### src/rtl/arb_pkg.sv
// Shared types and constants for the 8-way round-robin arbiter.
// Grant-state enum, requester count, select width and a one-hot helper.
package arb_pkg;

    localparam int NUM_REQ = 8;
    localparam int SEL_W   = 3;
    localparam int CNT_W   = 8;

    typedef enum logic {
        ARB_IDLE = 1'b0,
        ARB_BUSY = 1'b1
    } arb_state_t;

    function automatic logic [NUM_REQ-1:0] onehot(input logic [SEL_W-1:0] idx);
        logic [NUM_REQ-1:0] v;
        v      = '0;
        v[idx] = 1'b1;
        return v;
    endfunction

endpackage

### src/rtl/rr_pick8.sv
// Combinational round-robin picker: first set req bit searching ptr, ptr+1, ... mod 8.
module rr_pick8
    import arb_pkg::*;
(
    input  logic [SEL_W-1:0]   ptr,
    input  logic [NUM_REQ-1:0] req,
    output logic [SEL_W-1:0]   idx,
    output logic               valid
);

    logic [SEL_W-1:0] cand;

    // Scan from the farthest offset down so the nearest hit to ptr wins last.
    always_comb begin
        idx   = '0;
        valid = 1'b0;
        cand  = '0;
        for (int k = NUM_REQ - 1; k >= 0; k--) begin
            cand = ptr + SEL_W'(k);
            if (req[cand]) begin
                idx   = cand;
                valid = 1'b1;
            end
        end
    end

endmodule

### src/rtl/rr_arbiter8.sv
// 8-way round-robin arbiter with a bounded hold time and a mandatory idle gap
// between grants; all outputs are driven straight from flops.
module rr_arbiter8
    import arb_pkg::*;
#(
    parameter int unsigned MAX_HOLD = 16
) (
    input  logic               clk,
    input  logic               reset_n,
    input  logic [NUM_REQ-1:0] req,
    input  logic [NUM_REQ-1:0] done,
    output logic [NUM_REQ-1:0] gnt,
    output logic [SEL_W-1:0]   sel,
    output logic               busy,
    output logic               timeout,
    output arb_state_t         state_dbg
);

    localparam logic [CNT_W-1:0] HOLD_LAST = CNT_W'(MAX_HOLD - 1);

    arb_state_t         state_q, state_d;
    logic [SEL_W-1:0]   ptr_q, ptr_d;
    logic [SEL_W-1:0]   sel_q, sel_d;
    logic [CNT_W-1:0]   cnt_q, cnt_d;
    logic [NUM_REQ-1:0] gnt_q, gnt_d;
    logic               busy_q, busy_d;
    logic               timeout_q, timeout_d;

    logic [SEL_W-1:0]   pick_idx;
    logic               pick_valid;
    logic               rel_norm;
    logic               rel_expire;

    rr_pick8 u_pick (
        .ptr   (ptr_q),
        .req   (req),
        .idx   (pick_idx),
        .valid (pick_valid)
    );

    always_ff @(posedge clk or negedge reset_n) begin
        if (!reset_n) begin
            state_q   <= ARB_IDLE;
            ptr_q     <= '0;
            sel_q     <= '0;
            cnt_q     <= '0;
            gnt_q     <= '0;
            busy_q    <= 1'b0;
            timeout_q <= 1'b0;
        end else begin
            state_q   <= state_d;
            ptr_q     <= ptr_d;
            sel_q     <= sel_d;
            cnt_q     <= cnt_d;
            gnt_q     <= gnt_d;
            busy_q    <= busy_d;
            timeout_q <= timeout_d;
        end
    end

    // A normal release wins over hold-limit expiry when both happen together.
    always_comb begin
        state_d    = state_q;
        ptr_d      = ptr_q;
        sel_d      = sel_q;
        cnt_d      = cnt_q;
        timeout_d  = 1'b0;
        rel_norm   = 1'b0;
        rel_expire = 1'b0;
        case (state_q)
            ARB_IDLE: begin
                cnt_d = '0;
                if (pick_valid) begin
                    state_d = ARB_BUSY;
                    sel_d   = pick_idx;
                end
            end
            ARB_BUSY: begin
                rel_norm   = done[sel_q] | ~req[sel_q];
                rel_expire = (cnt_q == HOLD_LAST);
                if (rel_norm || rel_expire) begin
                    state_d   = ARB_IDLE;
                    ptr_d     = sel_q + 3'd1;
                    cnt_d     = '0;
                    timeout_d = rel_expire & ~rel_norm;
                end else if (cnt_q != '1) begin
                    cnt_d = cnt_q + 8'd1;
                end
            end
            default: begin
                state_d = ARB_IDLE;
            end
        endcase
    end

    always_comb begin
        gnt_d  = (state_d == ARB_BUSY) ? onehot(sel_d) : '0;
        busy_d = (state_d == ARB_BUSY);
    end

    assign gnt       = gnt_q;
    assign sel       = sel_q;
    assign busy      = busy_q;
    assign timeout   = timeout_q;
    assign state_dbg = state_q;

endmodule

### config.mk
export PLATFORM = sky130hd
export DESIGN_NAME = rr_arbiter8
export DESIGN_NICKNAME = d
export VERILOG_FILES = /design/src/rtl/arb_pkg.sv /design/src/rtl/rr_pick8.sv /design/src/rtl/rr_arbiter8.sv
export SDC_FILE = /design/constraint.sdc
export NUM_CORES = 1
export LEC_CHECK = 0
export CORE_UTILIZATION = 55
export DETAILED_ROUTE_END_ITERATION = 10
export PLACE_DENSITY_LB_ADDON = 0.15
export SYNTH_ARGS = -nofsm -noshare
export SYNTH_HDL_FRONTEND = slang
export SYNTH_SLANG_ARGS = --single-unit
### constraint.sdc
create_clock -name clk -period 4.52 [get_ports clk]
set_input_delay 0.904 -clock clk [delete_from_list [all_inputs] [get_ports clk]]
set_output_delay 0.904 -clock clk [all_outputs]
set_load 0.02 [all_outputs]
==> reports/qor.csv <==
metric;value;unit
worst vdd ir;0.000436;V
Max-Cap Viols;0;
Power Internal;1.10;mW
fillers;305;
Routed Antenna Nets;0;
CP max-delay cell;ha_1;
Crit path largest cell delay;770;ps
CTS Sinks;24;
Total Routing Usage GR;26.4;%
initial cell density of the core;58.1;%
first-pass GRT wire length;8.51;mm
drt first-iter violations;160;
Switching Fraction;47.4;%
Synth Warn #;0;
startpoint types;flip-flop;
total CTS buffers;3;
final setup fails;0;
Post-synth EDFFs;0;
relative slew slack;32.9;%
final instance area;2540;um2
CTS clk-pin slew, worst paths;80;ps
FFs w/ async S/R, synth;100;%
CP Class;flip-flop to flip-flop;
initial antenna violation count;0;
total I/O pin count;32;
pins over their slew limit;0;
P per Cell Area;824;nW/um2
Flop pwr share;17.0;%
element type at the critical path end;flip-flop;
xor/xnor share of the synthesized area;2.84;%
area occupied by registers;601;um2
setup_tns;0;ps
fin nets;260;
Mapped Avg Cell Area;10.1;um2
Die H;64.6;um
adder-cell area share of the yosys netlist;2.32;%
pin count of the biggest net entering global routing;25;
worst hold slack;577;ps
ant diodes;0;
Yosys reg bits;24;
Netlist cell types;55;
cts-stage hold buffer count;0;
fraction of layout cells with a size suffix above 1;16.0;%
mux cell area share after synthesis;24.5;%
cell taking the most area after synthesis;dfrtp_1;
Clock Latency Late Sink;260;ps
top cell type's share of synthesized area;27.8;%
post-synthesis compound-gate area fraction;19.1;%
post-CTS setup buffer count;0;
Mapped Cells;213;
DP Area;2470;um2
Leakage Power;1.02;nW
gr busiest metal;met2;
Clock power frac;8.7;%
CP arrival;3850;ps
Max clock buf depth;2;
detailed-route wire length;5.01;mm
GR Util met2;42.2;%
vias per cell;6.50;
number of detailed-route iterations in the first pass;5;
core area;3720;um2
Synth Area in Simple Gates;18.3;%
outcome;finished clean;
Area Growth Syn to Fin;17.7;%
grt ovf;0;
overall die area;4180;um2
wire length per cell;17.6;um
CP cell instances;inv_1 -> ha_1 -> mux2_4 -> mux4_2 -> nor4_4 -> a41oi_4 -> mux2i_2 -> a31oi_4 -> a21boi_1;
Final GP Congestion;0.882;
multi-input logic area;1450;um2
Gate power share;74.3;%
Switch Pwr;0.993;mW
cell row count;22;
post-cts sizing count;0;
Worst Skew;1.82;ps
syn nets;235;
DP Wirelength;3.77;mm
Tcrit/Tclk final;81.0;%
required time of the critical path;4710;ps
Vias;1852;
main combinational cell family by area after synthesis;multiplexers;
Mapped Area;2160;um2
synth top area cells;dfrtp_1, mux4_2, mux2i_1;
PortBufs;31;
CP Max Fanout;16;
clock root buffer;clkbuf_8;
Highest Clock Rate;273;MHz
register area share after synthesis;27.8;%
vias in the first global route;1732;
Top FF cell, synth;dfrtp_1;
Hold WC Path Type;flip-flop to flip-flop;
CTS tree;done;
worst-margin pin slew;1000;ps
Die Width;64.6;um
Fin. Hold Viols;0;
M1 GR Usage;39.0;%
CTS H-tree lvls;1;
DR DRC count;0;
M3 GR Usage;3.87;%
Min Clock Period, post-route;3660;ps
unrepaired setup endpoints after global routing;no;
[per-stage QoR]
step           power, mW  instances  worst slack (ps)  utilization, %
2_1_floorplan       1.58        213              1040               -
3_3_place_gp        1.87        281               733            66.5
3_5_place_dp        1.89        281               673            66.5
4_1_cts             2.08        285               901            68.4
5_1_grt             2.24        285               699            68.4
6_report            2.09        285               859            68.4
[cells by family after synthesis]
family / Yosys count
xor gates and xnor gates: 7
and+or+nand+nor: 73
buffers and inverters: 23
AOI/OAI and AO/OA: 50
adders and majority gates: 4
muxes: 32
DFF: 24
[Yosys cell counts (5+ instances only)]
cell      count
clkbuf_1      5
dfrtp_1      24
mux4_2       13
inv_1         9
and3_1        5
o32ai_1       5
mux2i_1       9
nand2_1      16
o21ai_0       8
a21oi_1       7
nor2_1       17
nand3_1       6
[worst paths after layout]
check,slack (ps),start,depth (start not counted),to
setup / recovery,860,ptr_q[1],9,gnt[2]
hold / removal,580,cnt_q[1],2,cnt_q[1]
setup reg to reg,860,ptr_q[1],9,gnt[2]
hold reg to reg,580,cnt_q[1],2,cnt_q[1]
max in group asynchronous,2720,reset_n,1,cnt_q[2]
min in group asynchronous,1190,reset_n,1,sel[1]
[power groups by stage]
stage               clock network (mW)  logic (mW)  registers (mW)
floorplan                            0        1.23           0.355
global placement                     0        1.52           0.356
detailed placement                   0        1.53           0.359
CTS                              0.186        1.54           0.354
global route                     0.200        1.67           0.365
finish                           0.183        1.56           0.356
[state kept, by name, indices dropped and copies added, names as in the netlist]
signal,cells
cnt_q,8
gnt,8
ptr_q,3
sel,3
busy,1
timeout,1
[routing by layer]
layer	vias to the layer above	wire, um
met4	0	13
met1	896	2260
met3	4	389
met2	81	2340
li1	871	-
met5	-	0
[final cells by class]
class                   instances  area share, %
multi-input cells             166           56.9
flip-flops and latches         24           23.6
repair buffers                 33           12.8
well taps                      48           2.36
clock buffers                   3           1.62
inverters                      10           1.48
clock inverters                 1           1.18
[worst max-delay path, delay by kind of cell (launching register included)]
| kind | cells | cell delay [ps] |
|---|---|---|
| simple gates | 1 | 380 |
| fa+ha+maj | 1 | 770 |
| compound gates | 3 | 760 |
| flops | 1 | 350 |
| buf+inv | 1 | 90 |
| mux | 3 | 1220 |
[layout by cell type, fill, tap and decap left out, drive strengths merged, types with 3 or more instances in the layout]
cell	count
a22oi	3
or2	3
nor3	4
o32ai	5
and2	4
nor2b	4
nor2	17
nor3b	4
clkbuf	3
a21oi	7
inv	10
xor2	4
mux4	14
a211oi	3
or3	4
mux2	8
mux2i	10
clkdlybuf4s50	31
xnor2	3
and3	5
nand2	16
nand3	6
ha	4
a221oi	4
o21ai	8
dfrtp	24
(Power assumes the default switching activity.)
